[src/rtl/instruction_fetch_unit_pkg.sv]
// Shared types and constants for the instruction fetch stage.
package instruction_fetch_unit_pkg;

    localparam int unsigned XLEN = 32;

    localparam logic [XLEN-1:0] RESET_PC_DEFAULT  = 32'h0040_0000;
    localparam logic [XLEN-1:0] NOP_INSTR_DEFAULT = 32'h0000_0013;

    typedef enum logic [1:0] {
        BOOT,
        REQ,
        HOLD,
        DROP
    } fetch_state_e;

    typedef struct packed {
        logic [XLEN-1:0] instr;
        logic [XLEN-1:0] pc;
    } fetch_pkt_t;

    function automatic logic [XLEN-1:0] pc_plus_4(input logic [XLEN-1:0] pc);
        return pc + XLEN'(4);
    endfunction

    // Instructions are word aligned; low address bits of a redirect are dropped.
    function automatic logic [XLEN-1:0] align_pc(input logic [XLEN-1:0] pc);
        return pc & ~XLEN'(3);
    endfunction

endpackage

[src/rtl/instruction_fetch_unit_if.sv]
// Fetch-stage signal bundle: control from ID/EX, imem handshake and IF->ID packet.
interface instruction_fetch_unit_if;
    import instruction_fetch_unit_pkg::*;

    logic            stall_in;
    logic            redirect_in;
    logic [XLEN-1:0] redirect_pc_in;
    logic            imem_req_out;
    logic [XLEN-1:0] imem_addr_out;
    logic            imem_ack_in;
    logic [XLEN-1:0] imem_rdata_in;
    logic [XLEN-1:0] instruction_out;
    logic [XLEN-1:0] pc_out;
    logic [XLEN-1:0] pc_plus_4_out;
    logic            valid_out;

    modport master (
        input  stall_in, redirect_in, redirect_pc_in, imem_ack_in, imem_rdata_in,
        output imem_req_out, imem_addr_out, instruction_out, pc_out, pc_plus_4_out, valid_out
    );

    modport slave (
        output stall_in, redirect_in, redirect_pc_in, imem_ack_in, imem_rdata_in,
        input  imem_req_out, imem_addr_out, instruction_out, pc_out, pc_plus_4_out, valid_out
    );

endinterface

[src/rtl/instruction_fetch_unit_hold_buffer.sv]
// One-entry buffer for a fetched word that arrived while decode was stalled.
module instruction_fetch_unit_hold_buffer
    import instruction_fetch_unit_pkg::*;
(
    input  logic       clk,
    input  logic       reset,
    input  logic       wr_en,
    input  fetch_pkt_t wr_data,
    input  logic       rd_clr,
    input  logic       flush,
    output fetch_pkt_t rd_data,
    output logic       full
);

    always_ff @(posedge clk or negedge reset) begin
        if (!reset) begin
            rd_data <= '0;
            full    <= 1'b0;
        end else if (flush || rd_clr) begin
            full    <= 1'b0;
        end else if (wr_en) begin
            rd_data <= wr_data;
            full    <= 1'b1;
        end
    end

endmodule

[src/rtl/instruction_fetch_unit.sv]
// Instruction fetch stage: owns the PC, drives the imem req/ack handshake and
// produces IF->ID packets, honouring stall and redirect.
module instruction_fetch_unit
    import instruction_fetch_unit_pkg::*;
#(
    parameter logic [XLEN-1:0] RESET_PC  = RESET_PC_DEFAULT,
    parameter logic [XLEN-1:0] NOP_INSTR = NOP_INSTR_DEFAULT
) (
    input logic                      clk,
    input logic                      reset,
    instruction_fetch_unit_if.master bus
);

    fetch_state_e    state_q, state_d;
    logic [XLEN-1:0] pc_q, pc_d;
    logic [XLEN-1:0] drop_addr_q, drop_addr_d;

    logic            req_d;
    logic [XLEN-1:0] addr_d;
    logic [XLEN-1:0] instr_d;
    logic [XLEN-1:0] pc_out_d;
    logic [XLEN-1:0] pc_plus_4_d;
    logic            valid_d;

    logic            hb_wr;
    logic            hb_clr;
    logic            hb_flush;
    fetch_pkt_t      hb_wr_data;
    fetch_pkt_t      hb_rd_data;
    logic            hb_full;

    logic            out_free;
    logic [XLEN-1:0] redirect_pc;

    assign out_free    = !bus.valid_out || !bus.stall_in;
    assign redirect_pc = align_pc(bus.redirect_pc_in);
    assign hb_wr_data  = '{instr: bus.imem_rdata_in, pc: pc_q};

    instruction_fetch_unit_hold_buffer u_hold_buffer (
        .clk     (clk),
        .reset   (reset),
        .wr_en   (hb_wr),
        .wr_data (hb_wr_data),
        .rd_clr  (hb_clr),
        .flush   (hb_flush),
        .rd_data (hb_rd_data),
        .full    (hb_full)
    );

    // Next-state, next-PC and next-output computation.
    always_comb begin
        state_d     = state_q;
        pc_d        = pc_q;
        drop_addr_d = drop_addr_q;
        instr_d     = bus.instruction_out;
        pc_out_d    = bus.pc_out;
        pc_plus_4_d = bus.pc_plus_4_out;
        valid_d     = bus.valid_out;
        hb_wr       = 1'b0;
        hb_clr      = 1'b0;
        hb_flush    = 1'b0;

        // A consumed packet with nothing to replace it becomes a bubble.
        if (out_free) begin
            valid_d = 1'b0;
            instr_d = NOP_INSTR;
        end

        unique case (state_q)
            BOOT: begin
                state_d = REQ;
                if (bus.redirect_in) pc_d = redirect_pc;
            end
            REQ: begin
                if (bus.redirect_in) begin
                    pc_d = redirect_pc;
                    if (!bus.imem_ack_in) begin
                        drop_addr_d = pc_q;
                        state_d     = DROP;
                    end
                end else if (bus.imem_ack_in) begin
                    pc_d = pc_plus_4(pc_q);
                    if (out_free) begin
                        instr_d     = bus.imem_rdata_in;
                        pc_out_d    = pc_q;
                        pc_plus_4_d = pc_plus_4(pc_q);
                        valid_d     = 1'b1;
                    end else begin
                        hb_wr   = 1'b1;
                        state_d = HOLD;
                    end
                end
            end
            HOLD: begin
                if (bus.redirect_in) begin
                    hb_flush = 1'b1;
                    pc_d     = redirect_pc;
                    state_d  = REQ;
                end else if (!bus.stall_in && hb_full) begin
                    instr_d     = hb_rd_data.instr;
                    pc_out_d    = hb_rd_data.pc;
                    pc_plus_4_d = pc_plus_4(hb_rd_data.pc);
                    valid_d     = 1'b1;
                    hb_clr      = 1'b1;
                    state_d     = REQ;
                end
            end
            DROP: begin
                if (bus.redirect_in) pc_d = redirect_pc;
                if (bus.imem_ack_in) state_d = REQ;
            end
        endcase

        // Redirect flushes the presented packet regardless of stall or ack.
        if (bus.redirect_in) begin
            valid_d = 1'b0;
            instr_d = NOP_INSTR;
        end

        req_d  = (state_d == REQ) || (state_d == DROP);
        addr_d = (state_d == DROP) ? drop_addr_d : pc_d;
    end

    always_ff @(posedge clk or negedge reset) begin
        if (!reset) begin
            state_q             <= BOOT;
            pc_q                <= RESET_PC;
            drop_addr_q         <= RESET_PC;
            bus.imem_req_out    <= 1'b0;
            bus.imem_addr_out   <= RESET_PC;
            bus.instruction_out <= NOP_INSTR;
            bus.pc_out          <= '0;
            bus.pc_plus_4_out   <= '0;
            bus.valid_out       <= 1'b0;
        end else begin
            state_q             <= state_d;
            pc_q                <= pc_d;
            drop_addr_q         <= drop_addr_d;
            bus.imem_req_out    <= req_d;
            bus.imem_addr_out   <= addr_d;
            bus.instruction_out <= instr_d;
            bus.pc_out          <= pc_out_d;
            bus.pc_plus_4_out   <= pc_plus_4_d;
            bus.valid_out       <= valid_d;
        end
    end

endmodule

[src/flat_wrapper.sv]
// flat-port wrapper written by rule: the top's interface ports become plain ports
module instruction_fetch_unit_flat import instruction_fetch_unit_pkg::*;
#(
    parameter logic [XLEN-1:0] RESET_PC  = RESET_PC_DEFAULT,
    parameter logic [XLEN-1:0] NOP_INSTR = NOP_INSTR_DEFAULT
)
  (clk, reset, bus_stall_in, bus_redirect_in, bus_redirect_pc_in, bus_imem_ack_in, bus_imem_rdata_in, bus_imem_req_out, bus_imem_addr_out, bus_instruction_out, bus_pc_out, bus_pc_plus_4_out, bus_valid_out);
  instruction_fetch_unit_if bus_i ();
  input logic clk;
  input logic reset;
  input wire logic [$bits(bus_i.stall_in)-1:0] bus_stall_in;
  input wire logic [$bits(bus_i.redirect_in)-1:0] bus_redirect_in;
  input wire logic [$bits(bus_i.redirect_pc_in)-1:0] bus_redirect_pc_in;
  input wire logic [$bits(bus_i.imem_ack_in)-1:0] bus_imem_ack_in;
  input wire logic [$bits(bus_i.imem_rdata_in)-1:0] bus_imem_rdata_in;
  output wire logic [$bits(bus_i.imem_req_out)-1:0] bus_imem_req_out;
  output wire logic [$bits(bus_i.imem_addr_out)-1:0] bus_imem_addr_out;
  output wire logic [$bits(bus_i.instruction_out)-1:0] bus_instruction_out;
  output wire logic [$bits(bus_i.pc_out)-1:0] bus_pc_out;
  output wire logic [$bits(bus_i.pc_plus_4_out)-1:0] bus_pc_plus_4_out;
  output wire logic [$bits(bus_i.valid_out)-1:0] bus_valid_out;
  assign bus_i.stall_in = bus_stall_in;
  assign bus_i.redirect_in = bus_redirect_in;
  assign bus_i.redirect_pc_in = bus_redirect_pc_in;
  assign bus_i.imem_ack_in = bus_imem_ack_in;
  assign bus_i.imem_rdata_in = bus_imem_rdata_in;
  assign bus_imem_req_out = bus_i.imem_req_out;
  assign bus_imem_addr_out = bus_i.imem_addr_out;
  assign bus_instruction_out = bus_i.instruction_out;
  assign bus_pc_out = bus_i.pc_out;
  assign bus_pc_plus_4_out = bus_i.pc_plus_4_out;
  assign bus_valid_out = bus_i.valid_out;
  instruction_fetch_unit #(.RESET_PC(RESET_PC), .NOP_INSTR(NOP_INSTR)) u_core (.clk(clk), .reset(reset), .bus(bus_i));
endmodule
[config.mk]
export PLATFORM = sky130hd
export DESIGN_NAME = instruction_fetch_unit_flat
export DESIGN_NICKNAME = d
export VERILOG_FILES = /design/src/rtl/instruction_fetch_unit_pkg.sv /design/src/rtl/instruction_fetch_unit_if.sv /design/src/rtl/instruction_fetch_unit_hold_buffer.sv /design/src/rtl/instruction_fetch_unit.sv /design/src/flat_wrapper.sv
export SDC_FILE = /design/constraint.sdc
export NUM_CORES = 1
export LEC_CHECK = 0
export BUFFER_PORTS_ARGS = -buffer_cell sky130_fd_sc_hd__buf_2
export CORE_MARGIN = 2
export CORE_UTILIZATION = 57
export DETAILED_ROUTE_END_ITERATION = 10
export PLACE_DENSITY = 0.8
export REMOVE_ABC_BUFFERS = 1
export SLEW_MARGIN = 20
export SYNTH_ARGS = -nofsm -noshare
export SYNTH_HDL_FRONTEND = slang
export SYNTH_HIERARCHICAL = 1
export SYNTH_SLANG_ARGS = --single-unit
[constraint.sdc]
create_clock -name clk -period 2.56 [get_ports clk]
set_input_delay 0.512 -clock clk [delete_from_list [all_inputs] [get_ports clk]]
set_output_delay 0.512 -clock clk [all_outputs]
set_load 0.01 [all_outputs]
After elaboration in Yosys (flattened, before gate mapping)
Cells that the tools add are included.
{ "totals": {"romBits": 0, "out_inout_bits": 130, "mem_bits_rw": 0, "in_bits": 69, "n_memories": 0, "latch_bits": 0, "register_bits": 261} }
{ "op_classes": {"reduce_logical": 12, "bitwise_logic": 1, "mul": 0, "n_shift": 0, "eq_ne": 10, "muxes": 51, "add_sub_neg": 2, "div_mod_pow": 0, "n_lt_le_gt_ge": 0} }
{ "op_table": {"columns": ["op", "n"], "rows": [
  ["32-bit two-way mux", 22],
  ["32-bit case mux with 2 select lines", 4],
  ["32-bit by 3-bit adder with 32-bit output (second input constant)", 2],
  ["1-bit two-way mux", 16],
  ["2-bit two-way mux", 7],
  ["2-bit case mux with 4 select lines", 1],
  ["2-bit == test (second input constant)", 3],
  ["2-bit != test (second input constant)", 3],
  ["6-bit AND reduction", 1],
  ["2-bit by 1-bit == test with 1-bit output (second input constant)", 2],
  ["2-bit by 1-bit != test with 1-bit output (second input constant)", 2],
  ["2-bit nonzero test", 2],
  ["1-bit logical OR", 3],
  ["3-bit OR reduction", 1],
  ["1-bit zero test", 2],
  ["2-bit zero test", 1],
  ["1-bit case mux with 2 select lines", 1],
  ["2-bit AND reduction", 1],
  ["1-bit logical AND", 1],
  ["1-bit NOT", 1]
]} }

Longest topological paths before layout
Gate-level depths: netlist (run 1).
{ "depth": {"word_depth": 8, "mapped_depth": 10, "mapped_depth_nobuf": 7} }

By module
The synthesis (run 1) kept the hierarchy.
{ "modules_own_cells": {"columns": ["module", "instances", "cells_per_inst", "area_each_um2"], "rows": [
  ["instruction_fetch_unit", 1, 998, 10104.7],
  ["instruction_fetch_unit_hold_buffer", 1, 139, 2725.1]
]} }

Worst setup path before layout (run 1)
Ideal clock, no wire load.
{ "synth_timing": {"path_kind": "register to register", "start": "register u_core.state_q[1]", "end": "register u_core/u_hold_buffer/rd_data[0] (netlist name)", "arrival_time_ns": 2.212, "t_required_ns": 2.435, "path_slack_ns": 0.223, "n_path_buf": 4, "stages_incl_launch_ff": 11, "setup_ns": 0.125, "cell_sequence": "dfrtp_1 -> inv_1 -> ha_1 -> nand2_1 -> clkbuf_1 -> clkbuf_1 -> nor3_1 -> nor3b_2 -> buf_6 -> buf_12 -> mux2_4"} }
{ "synth_via": {"word_cells_on_any_way": 8, "classes_between": "2 x eq/ne; 3 x mux; 1 x bitwise; 2 x reduce/logical"} }
{ "synth_rtl": {"columns": ["element", "line", "source"], "rows": [
  ["start: declaration", "instruction_fetch_unit.sv:14", "fetch_state_e state_q, state_d;"],
  ["start signal: assignment", "instruction_fetch_unit.sv:136", "state_q <= state_d;"],
  ["2-bit by 1-bit == test with 1-bit output", null, null],
  ["1-bit two-way mux", "instruction_fetch_unit.sv:69", "unique case (state_q)"],
  ["net u_core.hb_wr", "instruction_fetch_unit.sv:25", "logic hb_wr;"],
  ["2-bit AND reduction (no source line)", null, null],
  ["end signal: assignment", "instruction_fetch_unit_hold_buffer.sv:22", "rd_data <= wr_data;"],
  ["end: declaration", "instruction_fetch_unit_hold_buffer.sv:11", "output fetch_pkt_t rd_data,"]
]} }
The timed path passes the listed nets, and every way through them passes these cells.
A chain may end at the register's enable or synchronous reset.

Worst setup path in the final report (run 1)
{ "layout_timing": {"start": "register u_core.state_q[1]", "end": "register u_core.bus.imem_addr_out[10]"} }
{ "layout_via": {"elab_chain_len": 6, "word_cells_on_any_way": 17, "classes_between": "4 x eq/ne; 11 x mux; 2 x reduce/logical"} }
{ "layout_rtl": {"columns": ["element", "line", "source"], "rows": [
  ["2-bit two-way mux", "instruction_fetch_unit.sv:83", "if (out_free) begin"],
  ["2-bit two-way mux", "instruction_fetch_unit.sv:81", "end else if (bus.imem_ack_in) begin"],
  ["2-bit two-way mux", "instruction_fetch_unit.sv:75", "if (bus.redirect_in) begin"],
  ["2-bit case mux with 4 select lines", "instruction_fetch_unit.sv:69", null],
  ["2-bit == test", "instruction_fetch_unit.sv:121", "addr_d = (state_d == DROP) ? drop_addr_d : pc_d;"],
  ["32-bit two-way mux *", "instruction_fetch_unit.sv:121", null],
  ["net u_core.addr_d[10]", "instruction_fetch_unit.sv:19", "logic [XLEN-1:0] addr_d;"],
  ["end signal: assignment", "instruction_fetch_unit.sv:140", "bus.imem_addr_out <= addr_d;"],
  ["end: declaration", "instruction_fetch_unit_if.sv:19", "output imem_req_out, imem_addr_out, instruction_out, pc_out, pc_plus_4_out, valid_out"]
]} }
Mark *: on every way through the listed nets, which the timed path passes. The rest lies on a longest branch.

==> results.py, run 1 <==
metrics = {
    "status": {
        "outcome": "finished clean",
    },
    "grt": {
        "grt_use_total": 0.275,
        "first_global_vias": 9918,
        "grt_pass1_wl_um": 52500,
        "antenna_found_initial": 2,
        "grt_start_max_net_pins": 82,
        "overflow": 0,
    },
    "floorplan": {
        "dieArea_um2": 23700,
        "start_util": 0.584,
        "core_area_um2": 22000,
        "io_pins": 199,
        "die_h_um": 154,
        "dieWidth_um": 154,
        "placementRows": 54,
    },
    "logic_synthesis": {
        "ys_ff_latch": 259,
        "synth-edff-count": 0,
        "synth_area_um2": 12800,
        "ys_types": 64,
        "ys_seq_area_frac": 0.506,
        "yosysWarnings": 6,
        "async_reset_ff_frac": 1.00,
        "synthFlopType": "dfrtp_1",
        "synth_area_per_cell_um2": 11.3,
        "syn_inst": 1137,
    },
    "sta": {
        "finalMaxSlewViolations": 0,
        "period_share": 0.945,
        "final_hold_viol_count": 0,
        "period_needed_ps": 2420,
        "setup_violations": 0,
        "fin_skew_ps": 12.2,
        "slew_headroom": 0.547,
        "tightest_slew_ps": 680,
        "fmax_mhz": 413,
        "grt_setup_unrepaired": "no",
    },
    "worst_setup_path": {
        "start_kind": "register",
        "cp.required_ps": 2970,
        "critPathMaxStageDelay_ps": 540,
        "cp_max_fo": 13,
        "cp_data_arrival_time_ps": 2830,
        "crit_path_end_kind": "register",
        "cpMaxStageDelayCell": "a2111o_2",
        "path_cells": "inv_1, ha_1, buf_4, inv_1, a211o_1, a2111o_2, buf_4, mux2_1",
        "critical_path_class": "register to register",
    },
    "detailed_routing": {
        "drtIter0Drc": 742,
        "drt_first_pass_iters": 6,
        "wl_um": 32500,
        "vias": 9740,
        "drt-wirelength-per-cell_um": 20.0,
        "via_per_inst": 5.99,
        "drc": 0,
        "antenna_left": 0,
    },
    "clock_tree": {
        "cts_setup_buffers": 0,
        "clockRootBuffer": "clkbuf_16",
        "clkSlewWorstSetupHoldPaths_ps": 60,
        "cts_max_path_buffers": 3,
        "cts_tree": "built",
        "cts_buffers": 28,
        "clkSinkCount": 259,
        "htree_levels": 1,
        "clk_latency_ps": 540,
    },
    "job": {
        "drv_cap": 0,
    },
    "finish": {
        "fill_cells": 1627,
        "area_growth_pct": 18.8,
        "layout-drive-gt1-share": 0.316,
        "multi_input_area_um2": 5810,
        "final_cell_mix": "dfrtp_1 (253), buf_2 (195), nand2_1 (100), o21ai_0 (80), nor2_1 (66)",
        "fin_nets": 1398,
        "seq_area_um2": 6490,
        "mostFrequentLayoutCell": "dfrtp_1",
        "final_core_util": 0.694,
    },
    "power_and_ir_drop": {
        "finalPower_mw": 16.0,
        "irDropWorstVdd_mv": 0.648,
        "leakagePower_nw": 6.87,
        "power.density_nw_per_um2": 1050,
    },
    "placement": {
        "port_buffers": 196,
        "hpwl_um": 22200,
        "place_congestion": 0.905,
    },
    "min_path": {
        "hold_path_class": "primary input to register",
    },
}
layer usage:
metal / up-vias / wire (um) / track usage
met4: 2 / 768 / 0.0841
met3: 62 / 2950 / 0.0722
met5: - / 13 / 0
met1: 4797 / 13300 / 0.363
met2: 400 / 15400 / 0.448
li1: 4479 / - / -
registers in the layout (all words and copies together) (netlist names):
name	count
u_core/u_hold_buffer/rd_data	64
u_core/bus.imem_addr_out	32
u_core/bus.instruction_out	32
u_core/bus.pc_out	32
u_core/drop_addr_q	32
u_core/pc_q	32
u_core/bus.pc_plus_4_out	30
u_core/state_q	2
u_core/bus.imem_req_out	1
u_core/bus.valid_out	1
u_core/u_hold_buffer/full	1
report_power, final:
group / switching (mW) / internal, mW
registers: 0.922 / 5.48
logic: 2.84 / 2.40
clock network: 1.65 / 2.69
cell families after synthesis:
family / after synthesis / synth area share
AOI/OAI and AO/OA: 215 / 0.114
xor gates and xnor gates: 61 / 0.0416
adders and majority gates: 7 / 0.00683
buffers and inverters: 107 / 0.0450
DFF: 259 / 0.506
muxes: 162 / 0.155
and+or+nand+nor: 326 / 0.131
synthesized netlist by cell type (9+ instances only):
cell | count | area share
dfrtp_1 | 253 | 0.49
nand2_1 | 100 | 0.029
o21ai_0 | 80 | 0.031
nor2_1 | 67 | 0.020
mux2_4 | 60 | 0.070
clkbuf_1 | 59 | 0.017
mux2i_1 | 44 | 0.034
xnor2_1 | 40 | 0.027
mux2_2 | 37 | 0.032
nand3_1 | 30 | 0.012
a22o_1 | 29 | 0.020
a22oi_1 | 29 | 0.017
nor4_1 | 23 | 0.011
mux2_1 | 21 | 0.018
nor3_1 | 21 | 0.0082
xor2_1 | 21 | 0.014
a21oi_1 | 18 | 0.0070
nand4_1 | 17 | 0.0083
buf_2 | 14 | 0.0055
and4_1 | 12 | 0.0082
a221oi_1 | 9 | 0.0061
inv_1 | 9 | 0.0026
or3_1 | 9 | 0.0044
repair_timing:
item / CTS / global route
hold buffers: 1 / 0
setup endpoints to repair: 0 / 10
gates resized for setup: 0 / 2
endpoints found under the hold margin: 73 / 0
worst max-delay path: cells and delay by family, from the launching register on:
family                     cells  cell delay, ps
buffers and inverters          4             610
AOI/OAI and AO/OA              2             810
adders and majority gates      1             170
DFF                            1             370
muxes                          1             330
final timing paths:
kind | slack, ps | startpoint | to | cells past startpoint
setup / recovery | 140 | u_core/state_q[1] | u_core/bus.imem_addr_out[10] | 8
setup reg to reg | 140 | u_core/state_q[1] | u_core/bus.imem_addr_out[10] | 8
max in group asynchronous | 1210 | reset | u_core/bus.instruction_out[0] | 3
hold / removal | 210 | bus_redirect_pc_in[22] | u_core/pc_q[22] | 3
hold reg to reg | 470 | u_core/bus.pc_out[22] | u_core/bus.pc_out[22] | 2
min in group asynchronous | 520 | reset | u_core/u_hold_buffer/rd_data[9] | 2
metrics by stage:
stage / hold slack [ps] / std cells / instance area, um2 / setup TNS [ps] / setup slack (ps)
after floorplan: 216 / 1039 / 12300 / -547070 / -4140
after global placement: 455 / 1571 / 14200 / 0 / 145
after detailed placement: 465 / 1571 / 14200 / 0 / 65.5
after CTS: 204 / 1624 / 15200 / 0 / 89.2
after global routing: 208 / 1624 / 15200 / 0 / 20.6
final: 213 / 1625 / 15200 / 0 / 140
area by class of cell:
class                   instances  area share
inverters                       9     0.00222
clock inverters                 9     0.00894
diodes                          1    0.000164
flip-flops and latches        259       0.426
well taps                     280      0.0230
multi-input cells             771       0.381
repair buffers                253       0.101
clock buffers                  43      0.0583
Power figures use the tool's default switching activity.
==> inputs of run 2 (changes only) <==
--- a/config.mk
+++ b/config.mk
@@ -7,7 +7,8 @@
 export LEC_CHECK = 0
+export ABC_AREA = 1
 export BUFFER_PORTS_ARGS = -buffer_cell sky130_fd_sc_hd__buf_2
 export CORE_MARGIN = 2
-export CORE_UTILIZATION = 57
+export CORE_UTILIZATION = 58
 export DETAILED_ROUTE_END_ITERATION = 10
-export PLACE_DENSITY = 0.8
+export PLACE_DENSITY = 0.81
 export REMOVE_ABC_BUFFERS = 1
--- a/constraint.sdc
+++ b/constraint.sdc
@@ -3,2 +3,2 @@
 set_output_delay 0.512 -clock clk [all_outputs]
-set_load 0.01 [all_outputs]
+set_load 0.05 [all_outputs]
==> results.py, run 2 <==
metrics = {
    "logic_synthesis": {
        "synth_area_per_cell_um2": 7.67,
        "ys_ff_latch": 259,
        "synthFlopType": "dfrtp_1",
        "synth_area_um2": 13200,
        "syn_inst": 1716,
        "yosys-top-cells-area": "dfrtp_1 (48%), nand2_1 (19%), nand3_1 (7.8%)",
        "ys_types": 39,
        "synth.top_cells.by_count": "nand2_1 (652), dfrtp_1 (253), nand3_1 (204)",
        "synth.top_cell.area_share": 0.481,
        "synth_most_common_cell": "nand2_1",
        "yosys.area.top_type": "dfrtp_1",
        "async_reset_ff_frac": 1.00,
        "ys_seq_area_frac": 0.493,
        "yosysWarnings": 6,
        "synth-edff-count": 0,
    },
    "clock_tree": {
        "clkSlewWorstSetupHoldPaths_ps": 60,
        "htree_levels": 1,
        "clk_latency_ps": 540,
        "cts_buffers": 28,
        "cts_max_path_buffers": 3,
        "clkSinkCount": 259,
        "postCtsHoldBufs": 0,
        "cts_tree": "built",
        "clockRootBuffer": "clkbuf_16",
    },
    "sta": {
        "holdWs_ps": -16.1,
        "slew_headroom": 0.408,
        "setup_violations": 0,
        "final_hold_viol_count": 18,
        "tightest_slew_ps": 882,
        "finalMaxSlewViolations": 0,
        "period_needed_ps": 2320,
        "grt_setup_unrepaired": "no",
        "fin_skew_ps": 10.2,
        "period_share": 0.907,
        "fmax_mhz": 431,
        "fin_setup_tns_ps": 0,
    },
    "worst_setup_path": {
        "start_kind": "register",
        "critPathMaxStageDelay_ps": 430,
        "cp_data_arrival_time_ps": 2730,
        "cpMostUsedCell": "nand2_1",
        "worstPathBufferInverterCount": 2,
        "cp.required_ps": 2970,
        "crit_path_end_kind": "register",
        "cp_max_fo": 32,
        "cpMaxStageDelayCell": "dfrtp_1",
        "path_cells": "inv_1, ha_1, buf_4, nand3_1, nand4_2, nand2_4, nand2_1, nand2_1",
        "critical_path_class": "register to register",
        "crit_family": "simple AND/OR/NAND/NOR gates",
    },
    "floorplan": {
        "io_pins": 199,
        "placementRows": 55,
        "die_h_um": 155,
        "start_util": 0.586,
        "dieArea_um2": 23900,
        "dieWidth_um": 155,
        "core_area_um2": 22400,
    },
    "detailed_routing": {
        "vias": 12600,
        "drt_first_pass_iters": 5,
        "antenna_left": 0,
        "drt-wirelength-per-cell_um": 18.2,
        "drtIter0Drc": 928,
        "via_per_inst": 5.74,
        "drc": 0,
        "wl_um": 39800,
    },
    "finish": {
        "fin_nets": 1961,
        "mostFrequentLayoutCell": "nand2_1",
        "seq_area_um2": 6490,
        "fill_cells": 1907,
        "area_growth_pct": 17.2,
        "largest_register_ffs": 64,
        "final_cell_mix": "nand2_1 (650), dfrtp_1 (253), nand3_1 (204), buf_2 (195), o21ai_0 (122)",
        "top_register": "u_core/u_hold_buffer/rd_data",
        "multi_input_area_um2": 5780,
        "layout-drive-gt1-share": 0.165,
    },
    "grt": {
        "grt_use_total": 0.333,
        "grt_pass1_wl_um": 63500,
        "antenna_found_initial": 2,
        "grt_start_max_net_pins": 90,
        "first_global_vias": 12200,
        "overflow": 0,
    },
    "min_path": {
        "hold_path_class": "primary input to async pin",
    },
    "placement": {
        "hpwl_um": 27300,
        "port_buffers": 196,
        "place_congestion": 0.951,
    },
    "power_and_ir_drop": {
        "power.density_nw_per_um2": 1350,
        "irDropWorstVdd_mv": 0.709,
        "leakagePower_nw": 7.66,
    },
    "status": {
        "violations": "hold timing",
        "outcome": "finished, violations left",
    },
    "job": {
        "drv_cap": 0,
    },
}
-- run 2: routing by layer --
layer | vias to the layer above | part of all wire | wire (um) | GRT usage
met3 | 93 | 0.097 | 3870 | 0.0653
met5 | - | 0.00033 | 13 | 0
met1 | 5907 | 0.40 | 15900 | 0.445
li1 | 5953 | - | - | -
met4 | 2 | 0.034 | 1360 | 0.125
met2 | 618 | 0.47 | 18700 | 0.544
-- run 2: cell type report --
type                       count  share of cell area
inverter                      95              0.0233
clock inverter                10              0.0131
clock buffer                  40              0.0530
antenna                        2            0.000325
timing repair buffer         239              0.0917
sequential                   259               0.421
multi-input combinational   1262               0.375
tap                          285              0.0231
-- run 2: worst paths after layout --
check	start	end	slack [ps]	cells after the start
setup / recovery	u_core/state_q[1]	u_core/bus.imem_addr_out[16]	240	8
hold reg to reg	u_core/u_hold_buffer/rd_data[59]	u_core/u_hold_buffer/rd_data[59]	480	2
setup reg to reg	u_core/state_q[1]	u_core/bus.imem_addr_out[16]	240	8
hold / removal	reset	u_core/bus.pc_out[4]	-20	1
min in group clk	bus_redirect_pc_in[6]	u_core/pc_q[6]	200	3
max in group asynchronous	reset	u_core/bus.instruction_out[20]	1780	2
-- run 2: worst register-to-register path, stage by stage, from the launching register on --
cell	delay (ps)
dfrtp_1	430
inv_1	130
ha_1	300
buf_4	400
nand3_1	200
nand4_2	150
nand2_4	270
nand2_1	200
nand2_1	100
-- run 2: through the flow --
step                      worst slack (ps)   util  cell area [um2]  total power, mW  cells
after global routing                   105  0.687            15400             22.0   2190
after CTS                              232  0.687            15400             20.8   2190
final                                  238  0.687            15400             20.8   2192
after global placement                 220  0.641            14400             16.0   2140
after floorplan                      -2890      -            12600             13.2   1616
after detailed placement               196  0.641            14400             16.2   2140
-- run 2: where the power goes --
group | leakage, nW | internal [mW] | total, mW | switching [mW]
Clock | 0.497 | 2.81 | 4.46 | 1.66
Sequential | 3.31 | 5.71 | 6.90 | 1.19
Combinational | 3.86 | 2.32 | 9.45 | 7.13
-- run 2: cells by family (layout without fill, tap and decap cells) --
| family | Yosys count | count (layout) | synth area share |
|---|---|---|---|
| flops | 259 | 259 | 0.493 |
| compound gates | 256 | 256 | 0.114 |
| xor+xnor | 11 | 11 | 0.00732 |
| buf+inv | 195 | 384 | 0.0700 |
| fa+ha+maj | 7 | 7 | 0.00666 |
| simple gates | 988 | 988 | 0.309 |
| other cells | 0 | 2 | 0 |
-- run 2: what timing repair did --
action / 4_1_cts / 5_1_grt
setup buffers: 0 / 0
endpoints found under the setup margin: 0 / 6
resized for setup: 0 / 1
